## src/rtl/hilo_if.sv

```systemverilog
// Datapath/multiplier-facing bundle of the HI/LO sequencer: requests, multiplier
// handshake and the architectural register view.
interface hilo_if #(
   parameter int unsigned DATA_W = 32
) ();
   logic              mult_req;
   logic              mthi_we;
   logic              mtlo_we;
   logic [DATA_W-1:0] wr_data;
   logic [DATA_W-1:0] mul_hi;
   logic [DATA_W-1:0] mul_lo;
   logic              mul_clr;
   logic              mul_en;
   logic              rd_req;
   logic              rd_sel;
   logic [DATA_W-1:0] rd_data;
   logic              stall;
   logic              busy;
   logic [DATA_W-1:0] hi;
   logic [DATA_W-1:0] lo;

   modport slave (
      input  mult_req, mthi_we, mtlo_we, wr_data, mul_hi, mul_lo, rd_req, rd_sel,
      output mul_clr, mul_en, rd_data, stall, busy, hi, lo
   );

   modport master (
      output mult_req, mthi_we, mtlo_we, wr_data, mul_hi, mul_lo, rd_req, rd_sel,
      input  mul_clr, mul_en, rd_data, stall, busy, hi, lo
   );
endinterface

```

## src/rtl/hilo_sequencer.sv

```systemverilog
// Sequences the radix-4 Booth multiplier into HI/LO and services mthi/mtlo/mfhi/mflo.
// Optional macro HILO_BYPASS_EN: forward the multiplier product to reads during CAPTURE.
module hilo_sequencer #(
   parameter int unsigned DATA_W     = 32,
   parameter int unsigned MUL_CYCLES = 16,
   parameter int unsigned CNT_W      = 5
) (
   input logic   clk,
   input logic   rst,
   hilo_if.slave bus
);

   localparam logic [CNT_W-1:0] CNT_LAST = CNT_W'(MUL_CYCLES - 1);

   typedef enum logic [1:0] {
      S_IDLE,
      S_CLEAR,
      S_RUN,
      S_CAPTURE
   } state_e;

   state_e            state_q, state_d;
   logic [CNT_W-1:0]  cnt_q, cnt_d;
   logic [DATA_W-1:0] hi_q, hi_d;
   logic [DATA_W-1:0] lo_q, lo_d;
   logic              mul_clr_q, mul_en_q, busy_q;
   logic              rd_stall_c;
   logic [DATA_W-1:0] rd_data_c;

   // Strobes are registered from the next state so they line up with the state they decode.
   always_ff @(posedge clk or posedge rst) begin
      if (rst) begin
         state_q   <= S_IDLE;
         cnt_q     <= '0;
         hi_q      <= '0;
         lo_q      <= '0;
         mul_clr_q <= 1'b0;
         mul_en_q  <= 1'b0;
         busy_q    <= 1'b0;
      end else begin
         state_q   <= state_d;
         cnt_q     <= cnt_d;
         hi_q      <= hi_d;
         lo_q      <= lo_d;
         mul_clr_q <= (state_d == S_CLEAR);
         mul_en_q  <= (state_d == S_RUN);
         busy_q    <= (state_d != S_IDLE);
      end
   end

   // mt writes and multiply issue only land in IDLE; while busy they stall and are dropped.
   always_comb begin
      state_d = state_q;
      cnt_d   = cnt_q;
      hi_d    = hi_q;
      lo_d    = lo_q;
      unique case (state_q)
         S_IDLE: begin
            if (bus.mthi_we) hi_d = bus.wr_data;
            if (bus.mtlo_we) lo_d = bus.wr_data;
            if (bus.mult_req) state_d = S_CLEAR;
         end
         S_CLEAR: begin
            cnt_d   = '0;
            state_d = S_RUN;
         end
         S_RUN: begin
            cnt_d = cnt_q + CNT_W'(1);
            if (cnt_q == CNT_LAST) state_d = S_CAPTURE;
         end
         S_CAPTURE: begin
            hi_d    = bus.mul_hi;
            lo_d    = bus.mul_lo;
            state_d = S_IDLE;
         end
         default: state_d = S_IDLE;
      endcase
   end

`ifdef HILO_BYPASS_EN
   always_comb begin
      rd_stall_c = bus.rd_req & (state_q != S_CAPTURE);
      if (state_q == S_CAPTURE) rd_data_c = bus.rd_sel ? bus.mul_hi : bus.mul_lo;
      else                      rd_data_c = bus.rd_sel ? hi_q : lo_q;
   end
`else
   always_comb begin
      rd_stall_c = bus.rd_req;
      rd_data_c  = bus.rd_sel ? hi_q : lo_q;
   end
`endif

   assign bus.stall   = busy_q & (rd_stall_c | bus.mult_req | bus.mthi_we | bus.mtlo_we);
   assign bus.rd_data = rd_data_c;
   assign bus.mul_clr = mul_clr_q;
   assign bus.mul_en  = mul_en_q;
   assign bus.busy    = busy_q;
   assign bus.hi      = hi_q;
   assign bus.lo      = lo_q;

endmodule
```

## src/flat_wrapper.sv

```systemverilog
// flat-port wrapper written by rule: the top's interface ports become plain ports
module hilo_sequencer_flat 
#(
   parameter int unsigned DATA_W     = 32,
   parameter int unsigned MUL_CYCLES = 16,
   parameter int unsigned CNT_W      = 5
)
  (clk, rst, bus_mult_req, bus_mthi_we, bus_mtlo_we, bus_wr_data, bus_mul_hi, bus_mul_lo, bus_rd_req, bus_rd_sel, bus_mul_clr, bus_mul_en, bus_rd_data, bus_stall, bus_busy, bus_hi, bus_lo);
  hilo_if #(.DATA_W(DATA_W)) bus_i ();
  input logic clk;
  input logic rst;
  input wire logic [$bits(bus_i.mult_req)-1:0] bus_mult_req;
  input wire logic [$bits(bus_i.mthi_we)-1:0] bus_mthi_we;
  input wire logic [$bits(bus_i.mtlo_we)-1:0] bus_mtlo_we;
  input wire logic [$bits(bus_i.wr_data)-1:0] bus_wr_data;
  input wire logic [$bits(bus_i.mul_hi)-1:0] bus_mul_hi;
  input wire logic [$bits(bus_i.mul_lo)-1:0] bus_mul_lo;
  input wire logic [$bits(bus_i.rd_req)-1:0] bus_rd_req;
  input wire logic [$bits(bus_i.rd_sel)-1:0] bus_rd_sel;
  output wire logic [$bits(bus_i.mul_clr)-1:0] bus_mul_clr;
  output wire logic [$bits(bus_i.mul_en)-1:0] bus_mul_en;
  output wire logic [$bits(bus_i.rd_data)-1:0] bus_rd_data;
  output wire logic [$bits(bus_i.stall)-1:0] bus_stall;
  output wire logic [$bits(bus_i.busy)-1:0] bus_busy;
  output wire logic [$bits(bus_i.hi)-1:0] bus_hi;
  output wire logic [$bits(bus_i.lo)-1:0] bus_lo;
  assign bus_i.mult_req = bus_mult_req;
  assign bus_i.mthi_we = bus_mthi_we;
  assign bus_i.mtlo_we = bus_mtlo_we;
  assign bus_i.wr_data = bus_wr_data;
  assign bus_i.mul_hi = bus_mul_hi;
  assign bus_i.mul_lo = bus_mul_lo;
  assign bus_i.rd_req = bus_rd_req;
  assign bus_i.rd_sel = bus_rd_sel;
  assign bus_mul_clr = bus_i.mul_clr;
  assign bus_mul_en = bus_i.mul_en;
  assign bus_rd_data = bus_i.rd_data;
  assign bus_stall = bus_i.stall;
  assign bus_busy = bus_i.busy;
  assign bus_hi = bus_i.hi;
  assign bus_lo = bus_i.lo;
  hilo_sequencer #(.DATA_W(DATA_W), .MUL_CYCLES(MUL_CYCLES), .CNT_W(CNT_W)) u_core (.clk(clk), .rst(rst), .bus(bus_i));
endmodule
```

## config.mk

```make
export PLATFORM = sky130hd
export DESIGN_NAME = hilo_sequencer_flat
export DESIGN_NICKNAME = d
export VERILOG_FILES = /design/src/rtl/hilo_if.sv /design/src/rtl/hilo_sequencer.sv /design/src/flat_wrapper.sv
export SDC_FILE = /design/constraint.sdc
export NUM_CORES = 1
export LEC_CHECK = 0
export ABC_CLOCK_PERIOD_IN_PS = 2600
export CORE_UTILIZATION = 30
export CTS_CLUSTER_DIAMETER = 60
export DETAILED_ROUTE_END_ITERATION = 6
export PLACE_DENSITY = 0.62
export SLEW_MARGIN = 10
export SYNTH_ARGS = -nofsm -noshare
export SYNTH_HDL_FRONTEND = slang
export SYNTH_SLANG_ARGS = --single-unit
```

## constraint.sdc

```tcl
create_clock -name clk -period 2.6 [get_ports clk]
set_input_delay 0.39 -clock clk [delete_from_list [all_inputs] [get_ports clk]]
set_output_delay 0.39 -clock clk [all_outputs]
set_load 0.05 [all_outputs]
```

==> flow_summary.ini, run 1 <==
[clock_tree]
numCtsBuffers = 9
clk_pin_slew_ns = 0.06
htree_levels = 3
post_cts_buffers = 0
clk_latency_ns = 0.33
cts.sinks = 74
clockBufferDepth = 2
tritoncts = built
cts_root_buffer = clkbuf_16

[timing]
rsz0062_at_grt = no
slew_headroom_pct = 58.0
period_needed_ns = 2.10
worst_hold_slack_ns = 0.319
max_freq_mhz = 476
finalSetupViolations = 0
fin_crit_sh_pct = 80.9
finalSetupTns_ns = 0
drv_slew = 0
finalClockSkew_ns = 0.00758
finalHoldViolations = 0
worst_pin_slew_ns = 0.629

[power]
p_sw_share_pct = 49.9
intPower_w = 0.00478
power_density_mw_per_mm2 = 1530
ir_drop_v = 0.000810
p_sw_w = 0.00476
p_leak_nw = 2.44
clock_power_share_pct = 14.0
pwr-share-seq_pct = 21.9
power.share.combinational_pct = 64.0

[critical_path]
required_ns = 2.82
critPathLaunchType = flop
worstSetupPathType = flop to flop
worstPathArrival_ns = 2.32
end_kind = flop
crit_fanout = 40

[logic_synthesis]
synth_cell_types = 33
synth_warnings = 0
avgSynthCellArea_um2 = 10.8
async_flop_share_pct = 100
syn_inst = 350
synth_area_leaders = dfrtp_1 49%, o221a_2 11%, mux2_2 8.9%
synth-seq-area-share_pct = 49.1
synth_area_mm2 = 0.00377
yosys.area.top_type_share_pct = 49.1
ys_seq_elements = 74
syn_nets = 458
synth_edf_count = 0
yosysTopAreaCell = dfrtp_1
ys.flop_type = dfrtp_1

[route]
viasPerCell = 4.96
detail-route-antenna-nets = 0
firstDrtPassIters = 4
met1Wirelength_um = 5580
wl_met2_um = 6200
top_layer_used = met4
vias = 3573
wl_per_cell_um = 17.8
drt_wl_total_um = 12800
drt-initial-drc-count = 213
drc = 0
wl_met3_um = 915

[min_path]
min-delay-path-class = input pin to asynchronous set/reset pin

[layout]
fill_cells = 1134
n_antenna_cell = 0
syn_to_final_growth_pct = 65.4
drive_above_1_share_pct = 25.0
fin_nets = 656
seq_area_mm2 = 0.00185
multiInputGateArea_mm2 = 0.00175

[grt]
antenna_found_initial = 0
grt_max_degree = 62
grt_first_pass_wirelength_um = 19900
grt.overflow.total = 0
grt_pass1_vias = 3705
grt_use_total_pct = 20.1

[placement]
dpl.hpwl_um = 9120
gp_congestion = 0.767
port_buffers = 202

[job]
maxCapViolCount = 0

[floorplanning]
coreArea_mm2 = 0.0122
num_io_pins = 203
initial_core_util_pct = 31.0
die_y_um = 114
die_area_mm2 = 0.0130
die_w_um = 114
rows = 40

[outcome]
status = complete, no violations
==> layout by cell type (no fill, tap or decap), types with 2 or more instances in the layout <==
cell type,instances
mux2_2,30
nor2_1,30
and2_1,2
ha_1,4
buf_12,3
clkbuf_16,9
nor2_4,2
nand3_1,14
nor2b_1,4
dfrtp_1,74
inv_1,6
o21ai_0,7
bufinv_16,2
o221a_1,20
nand2b_1,2
mux2_1,2
nand4_1,2
clkdlybuf4s50_1,168
o221a_2,38
a22oi_1,2
nand2_1,65
buf_4,45
a32oi_1,2
==> critical path, cell delays in order, from the launching register on <==
cell	delay (ns)
dfrtp_1	0.38
ha_2	0.22
buf_4	0.42
nand2_1	0.40
buf_12	0.29
o221a_2	0.26
==> registers in the layout, summed over array words and instances, names as in the netlist <==
name                count
u_core.bus.hi          32
u_core.bus.mul_clr      1
u_core.bus.busy         1
u_core.bus.mul_en       1
u_core.state_q          2
u_core.bus.lo          32
u_core.cnt_q            5
==> cells in the mapped netlist (all sizes together) (2+ instances only) <==
cell    number
clkbuf       7
ha           5
a22oi        2
o21ai        7
dfrtp       74
mux2        32
and2         2
inv          7
nand2b       2
and2b        2
buf         23
nor2b        4
nand3       14
nor2        33
a32oi        2
o221a       58
nand2       65
nand4        2
==> final timing paths <==
kind | startpoint | end | slack, ns | cells past startpoint
max | u_core.state_q[0] | u_core.bus.hi[12] | 0.50 | 5
min | rst | u_core.bus.hi[8] | 0.32 | 2
max reg2reg | u_core.state_q[0] | u_core.bus.hi[12] | 0.50 | 5
min reg2reg | u_core.cnt_q[0] | u_core.cnt_q[0] | 0.52 | 1
max in group asynchronous | rst | u_core.bus.hi[0] | 1.65 | 3
min in group clk | u_core.cnt_q[0] | u_core.cnt_q[0] | 0.52 | 1
==> layer usage <==
layer | global-route usage, % | up-vias
met1 | 25.4 | 1731
li1 | - | 1683
met2 | 34.1 | 149
met4 | 5.19 | 0
met3 | 5.03 | 10
met5 | 0 | -
==> metrics by stage <==
stage | total power (W) | setup slack, ns | std cells | instance area, µm² | util, %
after global placement | 0.00817 | 0.137 | 705 | 5920 | 48.7
final | 0.00955 | 0.497 | 720 | 6240 | 51.3
after CTS | 0.00963 | 0.175 | 720 | 6240 | 51.3
after floorplan | 0.00623 | 0.328 | 350 | 3770 | -
after detailed placement | 0.00826 | 0.0730 | 705 | 5920 | 48.7
after global routing | 0.0100 | 0.383 | 720 | 6240 | 51.3
==> logic make-up after synthesis <==
kind of cell             Yosys count  share of synthesized area (%)
AND/OR/NAND/NOR                  128                           14.6
buffers and inverters             37                           4.87
adder cells (fa/ha/maj)            5                           1.66
flip-flops                        74                           49.1
multiplexers                      33                           9.81
AO/OA/AOI/OAI                     73                           20.0
==> power groups by stage <==
stage               clock [W]  combinational, W  sequential (W)
global placement            0           0.00607         0.00210
detailed placement          0           0.00615         0.00211
floorplan                   0           0.00267         0.00356
CTS                   0.00137           0.00616         0.00211
global route          0.00141           0.00644         0.00217
finish                0.00134           0.00611         0.00210
==> cell type report <==
type | count | area share, %
Inverter | 7 | 0.441
Sequential cell | 74 | 29.7
Clock buffer | 11 | 3.89
Clock inverter | 4 | 1.22
Timing Repair Buffer | 217 | 33.4
Tap cell | 168 | 3.37
Multi-Input combinational cell | 239 | 28.1
==> timing repair <==
item,CTS,global route
resized for setup,0,1
setup endpoints to repair,0,8
hold buffers,0,0
No activity file was read; power rests on OpenSTA's default activity.
==> run 2, diff against run 1 <==
ABC_CLOCK_PERIOD_IN_PS = 1800   (was 2600)
PLACE_DENSITY = 0.65   (was 0.62)
clock period = 1.8 ns   (was 2.6 ns; I/O delays follow)
==> run 2 against run 1 <==
  * Clock skew down 0.0018 ns
  * Sequential share of layout area down 0.29 points
  * Critical path depth down 4
  * Global-route usage up 0.34 points
  * Total power up 45%
  * Worst setup slack worse by 0.41 ns
  * Utilization up 0.50 points
  * Clock-buffer cell count down 1
  * Final cell count up 1.5%
  * Combinational power up 45%
  * First-iteration DRC count down 24%
==> flow_summary.ini, run 2 (synthesis results as in run 1) <==
[route]
vias = 3650
drt-initial-drc-count = 162
detail-route-antenna-nets = 0
drt_wl_total_um = 13200
viasPerCell = 4.99
drc = 0
firstDrtPassIters = 4
wl_per_cell_um = 18.1

[critical_path]
r2r_slack_ns = 0.15
required_ns = 1.53
r2r.worst_path.cells = 6
end_kind = primary output
cpPeakStageDelay_ns = 0.79
worstSetupPathType = flop to primary output
crit_family = buffers and inverters
cp_slowest_cell = clkdlybuf4s50_1
rr_startpoint = u_core.cnt_q[0]
worstReg2RegEnd = u_core.bus.busy
crit_path_cell_trace = clkdlybuf4s50_1
cp.depth = 1
critPathLaunchType = flop
worstPathArrival_ns = 1.44
cp_num_buf_inv = 1
crit_fanout = 1

[power]
power_density_mw_per_mm2 = 2190
ir_drop_v = 0.00118
power_w = 0.0138
p_leak_nw = 2.63

[clock_tree]
clockBufferDepth = 2
post_cts_buffers = 0
numCtsBuffers = 9
htree_levels = 3
holdBufCountCts = 0
clk_latency_ns = 0.33
cts.sinks = 74
cts_root_buffer = clkbuf_16
clk_pin_slew_ns = 0.06
tritoncts = built

[layout]
syn_to_final_growth_pct = 67.1
fill_cells = 1085
drive_above_1_share_pct = 33.1
fin_nets = 665
final_common_cell = clkdlybuf4s50_1
multiInputGateArea_mm2 = 0.00175
most-common-layout-cells = 103 x clkdlybuf4s50_1, 86 x buf_4, 74 x dfrtp_1
seq_area_mm2 = 0.00185

[floorplanning]
initial_core_util_pct = 31.0
rows = 40
coreArea_mm2 = 0.0122
die_w_um = 114
num_io_pins = 203
die_area_mm2 = 0.0130
die_y_um = 114

[timing]
finalSetupViolations = 0
slew_headroom_pct = 64.7
finalClockSkew_ns = 0.00580
worst_pin_slew_ns = 0.529
max_freq_mhz = 585
fin_crit_sh_pct = 95.0
finalSetupTns_ns = 0
drv_slew = 0
rsz0062_at_grt = no
finalHoldViolations = 0
period_needed_ns = 1.71

[min_path]
min-delay-path-class = input pin to asynchronous set/reset pin

[grt]
antenna_found_initial = 1
grt_use_total_pct = 20.4
grt_first_pass_wirelength_um = 20500
grt_max_degree = 42
grt_pass1_vias = 3766
grt.overflow.total = 0

[outcome]
status = complete, no violations

[placement]
dpl.hpwl_um = 9810
gp_congestion = 0.761
port_buffers = 202

[job]
maxCapViolCount = 0
run 2: changes by cell type in the layout (fill, tap and decap cells not counted), sizes merged:
cell and change:
clkdlybuf4s50 -65, buf +45, dlymetal6s2s +18, dlygate4sd2 +11, clkinv +2, clkbuf -1, diode +1
run 2: layout make-up:
cell class                      instances  area share, %
Sequential cell                        74           29.4
Inverter                                7          0.476
Timing Repair Buffer                  226           34.0
Multi-Input combinational cell        239           27.7
Clock buffer                           10           3.79
Tap cell                              168           3.33
Antenna cell                            1         0.0397
Clock inverter                          6           1.27
run 2: timing repair:
item                                    CTS  global route
endpoints found under the setup margin   11            22
gates resized for setup                  11            20
gates cloned                              0             0
run 2: through the flow:
stage | std cells | util (%) | cell area, µm² | hold slack (ns) | worst slack (ns)
floorplan | 350 | - | 3780 | 0.423 | 0.173
global placement | 714 | 48.9 | 5950 | 0.489 | 0.0581
global route | 730 | 51.8 | 6300 | 0.412 | 0.0461
detailed placement | 714 | 48.9 | 5950 | 0.497 | 0.0222
finish | 731 | 51.9 | 6310 | 0.389 | 0.0894
CTS | 730 | 51.4 | 6260 | 0.394 | 0.000161
run 2: routing by layer:
| metal | wire length [µm] | GRT usage, % |
|---|---|---|
| met4 | 153 | 5.89 |
| met3 | 993 | 4.71 |
| met2 | 6520 | 34.9 |
| met5 | 0 | 0 |
| met1 | 5550 | 25.6 |
run 2: how the worst max path moves through the flow:
stage / end / slack [ns] / from
after floorplan: u_core.bus.lo[0] / 0.17 / u_core.state_q[0]
after global placement: u_core.bus.lo[18] / 0.06 / bus_mtlo_we
after detailed placement: u_core.bus.lo[26] / 0.02 / bus_mtlo_we
after CTS: bus_lo[18] / 0.0002 / u_core.bus.lo[18]
after global routing: bus_mul_clr / 0.05 / u_core.bus.mul_clr
final: bus_mul_clr / 0.09 / u_core.bus.mul_clr
run 2: report_power, final:
| part | switching [W] | total, W | internal, W | leakage [nW] |
|---|---|---|---|---|
| clock network | 0.000684 | 0.00193 | 0.00124 | 0.162 |
| registers | 0.000624 | 0.00303 | 0.00240 | 0.814 |
| logic | 0.00564 | 0.00889 | 0.00325 | 1.65 |
